$ cat src/rtl/la_iocfgctrl_if.sv
// Request/response bus between a core-side register master and la_iocfgctrl.
// The request is a valid/ready handshake; the response is a 1-deep valid/ready return.
interface la_iocfgctrl_if #(
    parameter int CFGW = 1
);
    logic              req_valid;
    logic              req_ready;
    logic              req_write;
    logic [7:0]        req_addr;
    logic [CFGW+1:0]   req_wdata;
    logic              rsp_valid;
    logic              rsp_ready;
    logic              rsp_err;
    logic [CFGW+2:0]   rsp_rdata;

    modport master (
        output req_valid, req_write, req_addr, req_wdata, rsp_ready,
        input  req_ready, rsp_valid, rsp_err, rsp_rdata
    );

    modport slave (
        input  req_valid, req_write, req_addr, req_wdata, rsp_ready,
        output req_ready, rsp_valid, rsp_err, rsp_rdata
    );
endinterface

$ cat src/rtl/la_iocfgctrl.sv
// Per-pin {oe,ie,cfg} shadow registers with a power-up sequencer gating ie then oe to one padring side.
// Define LA_IOCFG_SYNC_EN to pass zp through a 2-flop synchronizer before it is sampled by reads.
//
// state  | meaning
// OFF    | pads safe, ie=oe=0
// IEWAIT | waiting ENDLY cycles before releasing ie
// OEWAIT | ie released, waiting ENDLY cycles before releasing oe
// ON     | ie and oe follow shadow values, pads_on=1
module la_iocfgctrl #(
    parameter int NPINS = 8,
    parameter int CFGW  = 1,
    parameter int ENDLY = 16
) (
    input  logic                   clk,
    input  logic                   reset,
    input  logic                   enable,
    output logic                   pads_on,
    la_iocfgctrl_if.slave          bus,
    input  logic [NPINS-1:0]       zp,
    output logic [NPINS-1:0]       ie,
    output logic [NPINS-1:0]       oe,
    output logic [NPINS*CFGW-1:0]  cfg
);
    localparam int CW = $clog2(ENDLY + 1);

    localparam logic [1:0] OFF    = 2'd0;
    localparam logic [1:0] IEWAIT = 2'd1;
    localparam logic [1:0] OEWAIT = 2'd2;
    localparam logic [1:0] ON     = 2'd3;

    logic [1:0]            state;
    logic [CW-1:0]         cnt;
    logic [NPINS-1:0]      ie_sh;
    logic [NPINS-1:0]      oe_sh;
    logic [NPINS*CFGW-1:0] cfg_sh;
    logic [NPINS-1:0]      zp_s;

    logic                  accept;
    logic                  in_range;
    logic                  sel_ie;
    logic                  sel_oe;
    logic                  sel_zp;
    logic [CFGW-1:0]       sel_cfg;
    logic [NPINS-1:0]      gate_ie;
    logic [NPINS-1:0]      gate_oe;

`ifdef LA_IOCFG_SYNC_EN
    logic [NPINS-1:0] zp_meta;

    always_ff @(posedge clk or posedge reset) begin
        if (reset) begin
            zp_meta <= '0;
            zp_s    <= '0;
        end else begin
            zp_meta <= zp;
            zp_s    <= zp_meta;
        end
    end
`else
    assign zp_s = zp;
`endif

    assign bus.req_ready = !bus.rsp_valid | bus.rsp_ready;
    assign accept        = bus.req_valid & bus.req_ready;
    assign in_range      = {1'b0, bus.req_addr} < 9'(NPINS);
    assign pads_on       = (state == ON);
    assign cfg           = cfg_sh;

    always_comb begin
        sel_ie  = 1'b0;
        sel_oe  = 1'b0;
        sel_zp  = 1'b0;
        sel_cfg = '0;
        for (int p = 0; p < NPINS; p++) begin
            if (bus.req_addr == 8'(p)) begin
                sel_ie  = ie_sh[p];
                sel_oe  = oe_sh[p];
                sel_zp  = zp_s[p];
                sel_cfg = cfg_sh[p*CFGW +: CFGW];
            end
        end
    end

    always_ff @(posedge clk or posedge reset) begin
        if (reset) begin
            ie_sh  <= '0;
            oe_sh  <= '0;
            cfg_sh <= '0;
        end else if (accept && in_range && bus.req_write) begin
            for (int p = 0; p < NPINS; p++) begin
                if (bus.req_addr == 8'(p)) begin
                    oe_sh[p]                 <= bus.req_wdata[CFGW+1];
                    ie_sh[p]                 <= bus.req_wdata[CFGW];
                    cfg_sh[p*CFGW +: CFGW]   <= bus.req_wdata[CFGW-1:0];
                end
            end
        end
    end

    // Response holds its data until consumed; a new accept may overwrite it on the consuming edge.
    always_ff @(posedge clk or posedge reset) begin
        if (reset) begin
            bus.rsp_valid <= 1'b0;
            bus.rsp_err   <= 1'b0;
            bus.rsp_rdata <= '0;
        end else if (accept) begin
            bus.rsp_valid <= 1'b1;
            bus.rsp_err   <= !in_range;
            if (!in_range)
                bus.rsp_rdata <= '0;
            else if (bus.req_write)
                bus.rsp_rdata <= {sel_zp, bus.req_wdata};
            else
                bus.rsp_rdata <= {sel_zp, sel_oe, sel_ie, sel_cfg};
        end else if (bus.rsp_ready) begin
            bus.rsp_valid <= 1'b0;
        end
    end

    always_ff @(posedge clk or posedge reset) begin
        if (reset) begin
            state <= OFF;
            cnt   <= '0;
        end else begin
            case (state)
                OFF: begin
                    cnt <= '0;
                    if (enable)
                        state <= IEWAIT;
                end
                IEWAIT: begin
                    if (!enable) begin
                        state <= OFF;
                        cnt   <= '0;
                    end else if (cnt == CW'(ENDLY - 1)) begin
                        state <= OEWAIT;
                        cnt   <= '0;
                    end else begin
                        cnt <= cnt + 1'b1;
                    end
                end
                OEWAIT: begin
                    if (!enable) begin
                        state <= OFF;
                        cnt   <= '0;
                    end else if (cnt == CW'(ENDLY - 1)) begin
                        state <= ON;
                        cnt   <= '0;
                    end else begin
                        cnt <= cnt + 1'b1;
                    end
                end
                default: begin
                    cnt <= '0;
                    if (!enable)
                        state <= OFF;
                end
            endcase
        end
    end

    always_comb begin
        gate_ie = '0;
        gate_oe = '0;
        if (state == OEWAIT || state == ON)
            gate_ie = ie_sh;
        if (state == ON)
            gate_oe = oe_sh;
    end

    always_ff @(posedge clk or posedge reset) begin
        if (reset) begin
            ie <= '0;
            oe <= '0;
        end else begin
            ie <= gate_ie;
            oe <= gate_oe;
        end
    end
endmodule

$ cat src/flat_wrapper.sv
// flat-port wrapper written by rule: the top's interface ports become plain ports
module la_iocfgctrl_flat 
#(
    parameter int NPINS = 8,
    parameter int CFGW  = 1,
    parameter int ENDLY = 16
)
  (clk, reset, enable, pads_on, zp, ie, oe, cfg, bus_req_valid, bus_req_write, bus_req_addr, bus_req_wdata, bus_rsp_ready, bus_req_ready, bus_rsp_valid, bus_rsp_err, bus_rsp_rdata);
  la_iocfgctrl_if #(.CFGW(CFGW)) bus_i ();
  input  logic clk;
  input  logic reset;
  input  logic enable;
  output logic pads_on;
  input  logic [NPINS-1:0] zp;
  output logic [NPINS-1:0] ie;
  output logic [NPINS-1:0] oe;
  output logic [NPINS*CFGW-1:0] cfg;
  input wire logic [$bits(bus_i.req_valid)-1:0] bus_req_valid;
  input wire logic [$bits(bus_i.req_write)-1:0] bus_req_write;
  input wire logic [$bits(bus_i.req_addr)-1:0] bus_req_addr;
  input wire logic [$bits(bus_i.req_wdata)-1:0] bus_req_wdata;
  input wire logic [$bits(bus_i.rsp_ready)-1:0] bus_rsp_ready;
  output wire logic [$bits(bus_i.req_ready)-1:0] bus_req_ready;
  output wire logic [$bits(bus_i.rsp_valid)-1:0] bus_rsp_valid;
  output wire logic [$bits(bus_i.rsp_err)-1:0] bus_rsp_err;
  output wire logic [$bits(bus_i.rsp_rdata)-1:0] bus_rsp_rdata;
  assign bus_i.req_valid = bus_req_valid;
  assign bus_i.req_write = bus_req_write;
  assign bus_i.req_addr = bus_req_addr;
  assign bus_i.req_wdata = bus_req_wdata;
  assign bus_i.rsp_ready = bus_rsp_ready;
  assign bus_req_ready = bus_i.req_ready;
  assign bus_rsp_valid = bus_i.rsp_valid;
  assign bus_rsp_err = bus_i.rsp_err;
  assign bus_rsp_rdata = bus_i.rsp_rdata;
  la_iocfgctrl #(.NPINS(NPINS), .CFGW(CFGW), .ENDLY(ENDLY)) u_core (.clk(clk), .reset(reset), .enable(enable), .pads_on(pads_on), .bus(bus_i), .zp(zp), .ie(ie), .oe(oe), .cfg(cfg));
endmodule
$ cat config.mk
export PLATFORM = sky130hd
export DESIGN_NAME = la_iocfgctrl_flat
export DESIGN_NICKNAME = d
export VERILOG_FILES = /design/src/rtl/la_iocfgctrl_if.sv /design/src/rtl/la_iocfgctrl.sv /design/src/flat_wrapper.sv
export SDC_FILE = /design/constraint.sdc
export NUM_CORES = 1
export LEC_CHECK = 0
export CAP_MARGIN = 20
export CORE_ASPECT_RATIO = 0.7
export CORE_MARGIN = 3
export CORE_UTILIZATION = 46
export DETAILED_ROUTE_END_ITERATION = 16
export HOLD_SLACK_MARGIN = 0.03
export PLACE_DENSITY = 0.74
export SYNTH_ARGS = -nofsm -noshare
export SYNTH_HDL_FRONTEND = slang
export SYNTH_SLANG_ARGS = --single-unit
$ cat constraint.sdc
create_clock -name clk -period 2.8 [get_ports clk]
set_input_delay 0.28 -clock clk [delete_from_list [all_inputs] [get_ports clk]]
set_output_delay 0.28 -clock clk [all_outputs]
set_load 0.02 [all_outputs]
# Yosys cells after proc, flatten, opt, wreduce, memory -nomap -nowiden
# Index checks and enable logic that the tools add are counted.
# classes
n_reduce_logical	18
muxes	48
n_bitwise	2
addsub	1
n_eq_ne	15
n_lt_le_gt_ge	1
# op_table
op	count
2-to-1 mux 1 bit	34
== test 8 x 3 -> 1 bit (second input constant)	4
== test 8 x 2 -> 1 bit (second input constant)	2
2-to-1 mux 8 bit	2
AND reduction 2 bit	8
2-to-1 mux 5 bit	3
2-to-1 mux 2 bit	6
== test 8 x 1 -> 1 bit (second input constant)	1
logical NOT 8 bit	1
less-than comparator 8 x 4 -> 1 bit (second input constant)	1
!= test 3 x 2 -> 1 bit (second input constant)	2
case mux 2 bit (3 select lines)	1
adder 5 x 1 -> 5 bit (second input constant)	1
== test 5 x 4 -> 1 bit (second input constant)	1
== test 2 bit (second input constant)	2
2-to-1 mux 4 bit	1
!= test 4 x 1 -> 1 bit (second input constant)	1
AND reduction 4 bit	1
2-to-1 mux 3 bit	1
== test 2 x 1 -> 1 bit (second input constant)	1
logical AND 1 bit	2
logical NOT 1 bit	2
logical NOT 2 bit	1
!= test 2 bit (second input constant)	1
5 further kinds	5
# totals
elab_cells	116
out_inout_bits	32
regBits	53

# Depth between registers and ports, before layout
# Gate-level depths: netlist of run 1.
# logic_depth
depth_word	11
ltp_mapped	6

# Worst setup path before layout of run 1
# OpenSTA, ideal clock, no wires.
# synth_timing
path_type	input to register
start	in bus_req_addr[5]
end	reg u_core.cfg_sh[0], in the netlist u_core.cfg[0]
t_arrival_ps	2250
n_path_buf	1
setup_ps	125
slack_ps	425
path_stages	5
cell_sequence	or4_4 -> or4b_1 -> buf_2 -> or4_4 -> mux2_4
# synth_between
elab_chain_cells	4
elab_cells_between_ends	5
classes_between	order compare (1); reduce/logical (4)
# synth_lines
item	line_no	text
start: declaration	flat_wrapper.sv:20	input wire logic [$bits(bus_i.req_addr)-1:0] bus_req_addr;
less-than comparator 8 x 4 -> 1 bit	la_iocfgctrl.sv:65	assign in_range = {1'b0, bus.req_addr} < 9'(NPINS);
logical AND 1 bit (2 in series)	la_iocfgctrl.sv:89	end else if (accept && in_range && bus.req_write) begin
AND reduction 2 bit (no line) (*)	n/a	
end signal: indexed assignment	la_iocfgctrl.sv:94	cfg_sh[p*CFGW +: CFGW] <= bus.req_wdata[CFGW-1:0];
end: declaration	la_iocfgctrl.sv:35	logic [NPINS*CFGW-1:0] cfg_sh;
# Every way passes the cells marked *; elsewhere a longest branch is shown, timed or not.
# A chain may end at the register's enable or synchronous reset.

# Worst setup path in the final report of run 1
# layout_timing
start	in bus_req_addr[5]
end	reg u_core.oe_sh[4]
# layout_between
elab_chain_cells	4
elab_cells_between_ends	5
classes_between	order compare (1); eq/ne (1); reduce/logical (3)
# layout_lines
item	line_no	text
less-than comparator 8 x 4 -> 1 bit	la_iocfgctrl.sv:65	
logical AND 1 bit (2 in series)	la_iocfgctrl.sv:89	
AND reduction 2 bit (no line) (*)	n/a	
end signal: indexed assignment	la_iocfgctrl.sv:92	oe_sh[p] <= bus.req_wdata[CFGW+1];
end: declaration	la_iocfgctrl.sv:34	logic [NPINS-1:0] oe_sh;
# Marked as above.

==> reports/results.ini, run 1 <==
[cts]
cts_sinks=53
cts_setup_buffers=0
htreeDepth=2
cts_buffers=5
cts_resized=0
cts_tree=built
clk_pin_slew_ns=0.09
hold_buffers=0
cts_buffer_depth=2
clk_latency_ns=0.30
cts_root_buf=clkbuf_8

[placed_design]
hpwl_microns=4230
placedCellCount=345
gp_congestion=0.882
portBuffers=56
placed_area_sq_um=3250
place_ws_ns=-0.0957

[yosys]
yosysWarnings=0
ys_ff_latch=53
synth-compound-area-share_pct=6.99
synth.area.mux_share_pct=17.8
synth_simple_gate_area_share_pct=16.1
synth_ff_type=dfrtp_1
ys_types=35
synth_area_sq_um=2470
synth-seq-area-share_pct=53.7
synth.area.top_cells=dfrtp_1 (54%), mux2_2 (11%), mux2i_1 (3.2%)
synth-edff-count=0
synth_most_common_cell=dfrtp_1
avgSynthCellArea_sq_um=12.0
yosysTopAreaCell=dfrtp_1
synthAdderAreaFrac_pct=2.53
synth-xor-area-share_pct=0.709
synth_fp_nets=236
syn_inst=206
synthTopCellsByCount=dfrtp_1 (53), mux2_2 (24), nor2_1 (11), nor3_1 (11), nor2b_1 (10)
synth_top_area_share_pct=53.7
synthArstFlopShare_pct=100
synth_top_family_by_area=multiplexers

[flow_run]
maxCapViolCount=0

[global_route]
antenna_found_initial=0
grt_max_degree=32
grtUsageTotal_pct=19.1
overflow=0
grt_pass1_wl_microns=9090
grt_pass1_vias=1798

[pwr]
power_mw=1.61
peakVddDrop_mv=0.331
p_leak_nw=1.54
power.density_nw_per_um2=479

[layout]
drive_gt1_share_pct=21.9
n_antenna_cell=0
n_fill_cell=361
final_util_pct=67.5
fin_cells=352
nets=313
area_growth_pct=35.7
final_area_sq_um=3350

[worst_setup_path]
end_kind=flop
crit_family=simple AND/OR/NAND/NOR gates
crit_chain=clkdlybuf4s50_1 > or4_4 > or4b_1 > nor4_2 > buf_4 > mux2_2
rr_worst_depth=5
cp-startpoint=bus_req_addr[5]
endpoint=u_core.oe_sh[4]$_DFFE_PP0P_
path_max_fanout=4
slowest_stage=or4b_1
path_buf_inv=2
arrival_ns=2.83
critPathKind=input pin to flop
startpoint_type=input pin
rrSetupSlack_ns=0.63
r2r_end=u_core.oe_sh[4]$_DFFE_PP0P_
regToRegStartpoint=u_core.bus.rsp_valid$_DFFE_PP0P_
worst_path_largest_cell_delay_ns=0.57
crit_required_ns=3.00
cp_num_cells=6

[sta]
fin_ws_ns=0.170
fin_crit_ns=2.63
rsz0062_at_grt=false
hold_viol=0
setup-violations-final=0
tns_ns=0
tightest_slew_ns=0.633
finalCritPeriodShare_pct=93.9
maxSlewViolCount=0
max_slew_margin_pct=57.7
clock_skew_ns=0.00294
fmax_mhz=380
whs_ns=0.373

[floorplanning]
design.core.area_sq_um=4970
die_x_microns=93.6
dieArea_sq_um=6300
core.rowCount=21
dieHeight_microns=67.3
io_pins=57
initial_utilization_pct=49.7

[detailed_routing]
dr.pass1.iters=4
first_iter_violations=115
vias=1863
ant_nets=0
drc=0
wl_per_cell_microns=16.2
vias_per_cell=5.29
drt_wl_total_microns=5690

[status]
status=finished clean

[worst_hold_path]
hold_path.class=input pin to asynchronous set/reset pin

-- power by group --
group / internal [mW] / switching [mW]
combinational: 0.125 / 0.157
sequential: 0.796 / 0.0270
clock: 0.260 / 0.242
-- layout by cell type (no fill, tap or decap), drive strengths merged --
cell type / synthesis / layout
clkdlybuf4s50: 0 / 56
ha: 5 / 5
xor2: 2 / 2
o221ai: 2 / 2
nor2b: 10 / 10
buf: 1 / 21
and4b: 2 / 2
or4b: 1 / 1
o2bb2ai: 1 / 1
nand3b: 1 / 1
a21oi: 6 / 6
mux2i: 8 / 8
nand3: 4 / 4
dfrtp: 53 / 53
clkbuf: 6 / 5
a31oi: 1 / 1
o21ai: 7 / 7
nand2b: 5 / 5
nand2: 9 / 9
a2bb2oi: 2 / 2
o211ai: 1 / 1
nor3: 11 / 11
or4: 2 / 2
a32oi: 1 / 1
clkinv: 0 / 1
bufinv: 0 / 1
mux4: 2 / 2
mux2: 27 / 27
nor2: 11 / 11
nor3b: 2 / 2
a211oi: 4 / 4
and2: 8 / 8
inv: 7 / 7
nor4b: 1 / 1
nor4: 1 / 1
and3: 1 / 1
o221a: 1 / 1
-- flip-flops by register name, indices dropped and copies added (netlist names) --
name                  flops
u_core.bus.rsp_err        1
u_core.bus.rsp_rdata      4
u_core.bus.rsp_valid      1
u_core.cfg                8
u_core.cnt                5
u_core.ie                 8
u_core.ie_sh              8
u_core.oe                 8
u_core.oe_sh              8
u_core.state              2
-- kinds of logic (layout without fill, tap and decap cells) --
kind of cell	Yosys count	after routing
AO/OA/AOI/OAI	26	26
flip-flops	53	53
buffers and inverters	14	91
XOR/XNOR	2	2
adder cells (fa/ha/maj)	5	5
AND/OR/NAND/NOR	69	69
multiplexers	37	37
-- metal layers --
layer  up-vias  global-route usage (%)  wire length, microns
met1       914                    30.6                  3030
met5         -                       0                     0
met4         0                    4.32                    29
met2        54                    26.0                  2280
li1        891                       -                     -
met3         4                    4.01                   350
-- how the worst min path moves through the flow --
stage | start | to | slack (ns) | depth (start not counted)
3_3_place_gp | u_core.cnt[0]$_DFF_PP0_ | u_core.cnt[0]$_DFF_PP0_ | 0.46 | 1
6_report | reset | u_core.cnt[2]$_DFF_PP0_ | 0.37 | 2
4_1_cts | reset | u_core.cnt[2]$_DFF_PP0_ | 0.40 | 2
3_5_place_dp | u_core.cnt[0]$_DFF_PP0_ | u_core.cnt[0]$_DFF_PP0_ | 0.47 | 1
2_1_floorplan | bus_req_valid | u_core.bus.rsp_valid$_DFFE_PP0P_ | 0.39 | 2
5_1_grt | reset | u_core.cnt[2]$_DFF_PP0_ | 0.43 | 2
-- area by class of cell --
cell class	count	area, sq um	share of cell area (%)
clock buffers	5	68.8	2.05
multi-input cells	139	1090	32.5
inverters	7	26.3	0.784
well taps	69	86.3	2.58
repair buffers	77	718	21.4
clock inverters	2	35.0	1.05
flip-flops and latches	53	1330	39.6
Power figures use the tool's default switching activity.
==> run 2: changes to the inputs <==
Settings changed: ABC_AREA set to 1, CORE_UTILIZATION 46 to 50, PLACE_DENSITY 0.74 to 0.8, SETUP_SLACK_MARGIN set to 0.4.
==> run 2 against run 1 <==
Area after synthesis down 0.66%. Clock skew up 0.0023 ns. Global-route usage up 1.3 points. Sequential cell count unchanged. Clock power down 17%. Non-clock buffer count down 20. Largest power group unchanged. Sequential power down 0.7%. Largest cell class unchanged.
==> reports/results.ini, run 2 <==
[yosys]
synth_area_sq_um=2450
yosysWarnings=0
ys_types=24
yosysTopAreaCell=dfrtp_1
synth_ff_type=dfrtp_1
synth-seq-area-share_pct=54.1
synthArstFlopShare_pct=100
synthTopCellsByCount=nand2_1 (88), dfrtp_1 (53), inv_1 (49)
synth_most_common_cell=nand2_1
synth_top_area_share_pct=54.1
synth_fp_nets=328
synth.area.top_cells=dfrtp_1 (54%), nand2_1 (13%), inv_1 (7.5%)
syn_inst=298
avgSynthCellArea_sq_um=8.23
ys_ff_latch=53
synth-edff-count=0

[detailed_routing]
first_iter_violations=157
vias=2109
drc=0
vias_per_cell=4.94
ant_nets=0
dr.pass1.iters=4
drt_wl_total_microns=5460
wl_per_cell_microns=12.8

[sta]
hold_viol=0
finalCritPeriodShare_pct=79.1
fmax_mhz=451
tns_ns=0
clock_skew_ns=0.00528
setup-violations-final=0
tightest_slew_ns=0.696
fin_crit_ns=2.22
rsz0062_at_grt=false
maxSlewViolCount=0
max_slew_margin_pct=53.4

[worst_setup_path]
rrSetupSlack_ns=1.02
rr_worst_depth=8
r2r_end=u_core.oe_sh[3]$_DFFE_PP0P_
path_max_fanout=12
worst_path_largest_cell_delay_ns=0.70
startpoint_type=flop
end_kind=output pin
critPathKind=flop to output pin
crit_chain=ha_1 > clkdlybuf4s50_1
arrival_ns=1.94
regToRegStartpoint=u_core.bus.rsp_valid$_DFFE_PP0P_
slowest_stage=clkdlybuf4s50_1
crit_required_ns=2.52

[layout]
layout_common_cells=nand2_1 (88), clkdlybuf4s50_1 (56), dfrtp_1 (53), inv_1 (48), o21ai_0 (31)
area_growth_pct=29.6
n_antenna_cell=0
n_fill_cell=362
regArea_sq_um=1330
drive_gt1_share_pct=5.26
fin_cells=427
multi_input_area_sq_um=928
final_common_cell=nand2_1
nets=390

[global_route]
grt_pass1_vias=1989
grtUsageTotal_pct=20.4
grt_pass1_wl_microns=9420
grt_max_degree=54
overflow=0
antenna_found_initial=0

[placed_design]
hpwl_microns=4130
gp_congestion=0.885
portBuffers=56
placedCellCount=419

[cts]
cts_tree=built
clk_latency_ns=0.31
cts_root_buf=clkbuf_8
cts_setup_buffers=0
cts_sinks=53
cts_buffer_depth=2
cts_resized=0
htreeDepth=2
cts_buffers=5
clk_pin_slew_ns=0.09
hold_buffers=0

[floorplanning]
dieArea_sq_um=5800
dieHeight_microns=64.6
io_pins=57
initial_utilization_pct=54.2
core.rowCount=20
die_x_microns=89.7
design.core.area_sq_um=4530

[worst_hold_path]
min_to=u_core.cnt[0]$_DFF_PP0_
hp-start=u_core.cnt[0]$_DFF_PP0_
hold_path.class=flop to flop
hold_depth=1

[pwr]
p_leak_nw=1.55
peakVddDrop_mv=0.404
power.density_nw_per_um2=484

[flow_run]
maxCapViolCount=0

[status]
status=finished clean

run 2: cell count changes in the layout (fill, tap and decap cells not counted), sizes merged, moves of 4 or more:
cell / change
nand2b: -5
nor2b: -10
mux2: -27
nor3: -8
nor2: +19
nand2: +79
buf: -20
nand3: +10
inv: +43
and2: -8
mux2i: -8
o21ai: +24
nand4: +6
a211oi: -4
run 2: through the flow:
step,setup slack (ns),total power [mW],util (%),hold slack [ns],instance area (sq um)
2_1_floorplan,1.12,1.02,-,0.423,2450
3_3_place_gp,0.728,1.13,68.3,0.448,3090
3_5_place_dp,0.664,1.14,68.3,0.446,3090
4_1_cts,0.580,1.55,70.2,0.458,3180
5_1_grt,0.473,1.64,70.2,0.481,3180
6_report,0.584,1.54,70.2,0.455,3180
run 2: logic make-up (layout without fill, tap and decap cells):
group,Yosys count,after routing,synth area share (%)
AND/OR/NAND/NOR,147,147,26.4
flip-flops,53,53,54.1
XOR/XNOR,1,1,0.357
adder cells (fa/ha/maj),5,5,2.55
AO/OA/AOI/OAI,40,40,8.52
buffers and inverters,52,115,8.11
run 2: cell type report:
cell class | count | share of cell area (%)
clock buffers | 5 | 2.16
clock inverters | 3 | 0.551
inverters | 50 | 5.90
multi-input cells | 193 | 29.2
flip-flops and latches | 53 | 41.7
well taps | 66 | 2.60
repair buffers | 57 | 17.9
run 2: routing by layer:
metal	GRT usage, %	vias up	part of all wire [%]
li1	-	1059	-
met1	28.4	977	47
met2	32.7	68	46
met3	4.87	5	6.4
met4	4.78	0	0.73
met5	0	-	0
run 2: where the power goes:
group	switching [mW]	internal, mW
registers	0.0246	0.793
logic	0.186	0.117
clock network	0.244	0.173
total	0.455	1.08
run 2: how the worst max path moves through the flow:
stage                                                start  slack, ns                     endpoint  cells after the start
after floorplan           u_core.bus.rsp_valid$_DFFE_PP0P_       1.12    u_core.cfg[3]$_DFFE_PP0P_                      8
after global placement                       bus_rsp_ready       0.73  u_core.ie_sh[3]$_DFFE_PP0P_                     10
after detailed placement                     bus_rsp_ready       0.66  u_core.oe_sh[3]$_DFFE_PP0P_                     10
after CTS                      u_core.state[1]$_DFFE_PP0P_       0.58                      pads_on                      2
after global routing           u_core.state[0]$_DFFE_PP0P_       0.47                      pads_on                      2
final                          u_core.state[1]$_DFFE_PP0P_       0.58                      pads_on                      2
run 2: worst max-delay path, delay by kind of cell (launching register included):
kind,cells,cell delay [ns]
adders and majority gates,1,0.51
buffers and inverters,1,0.70
DFF,1,0.41
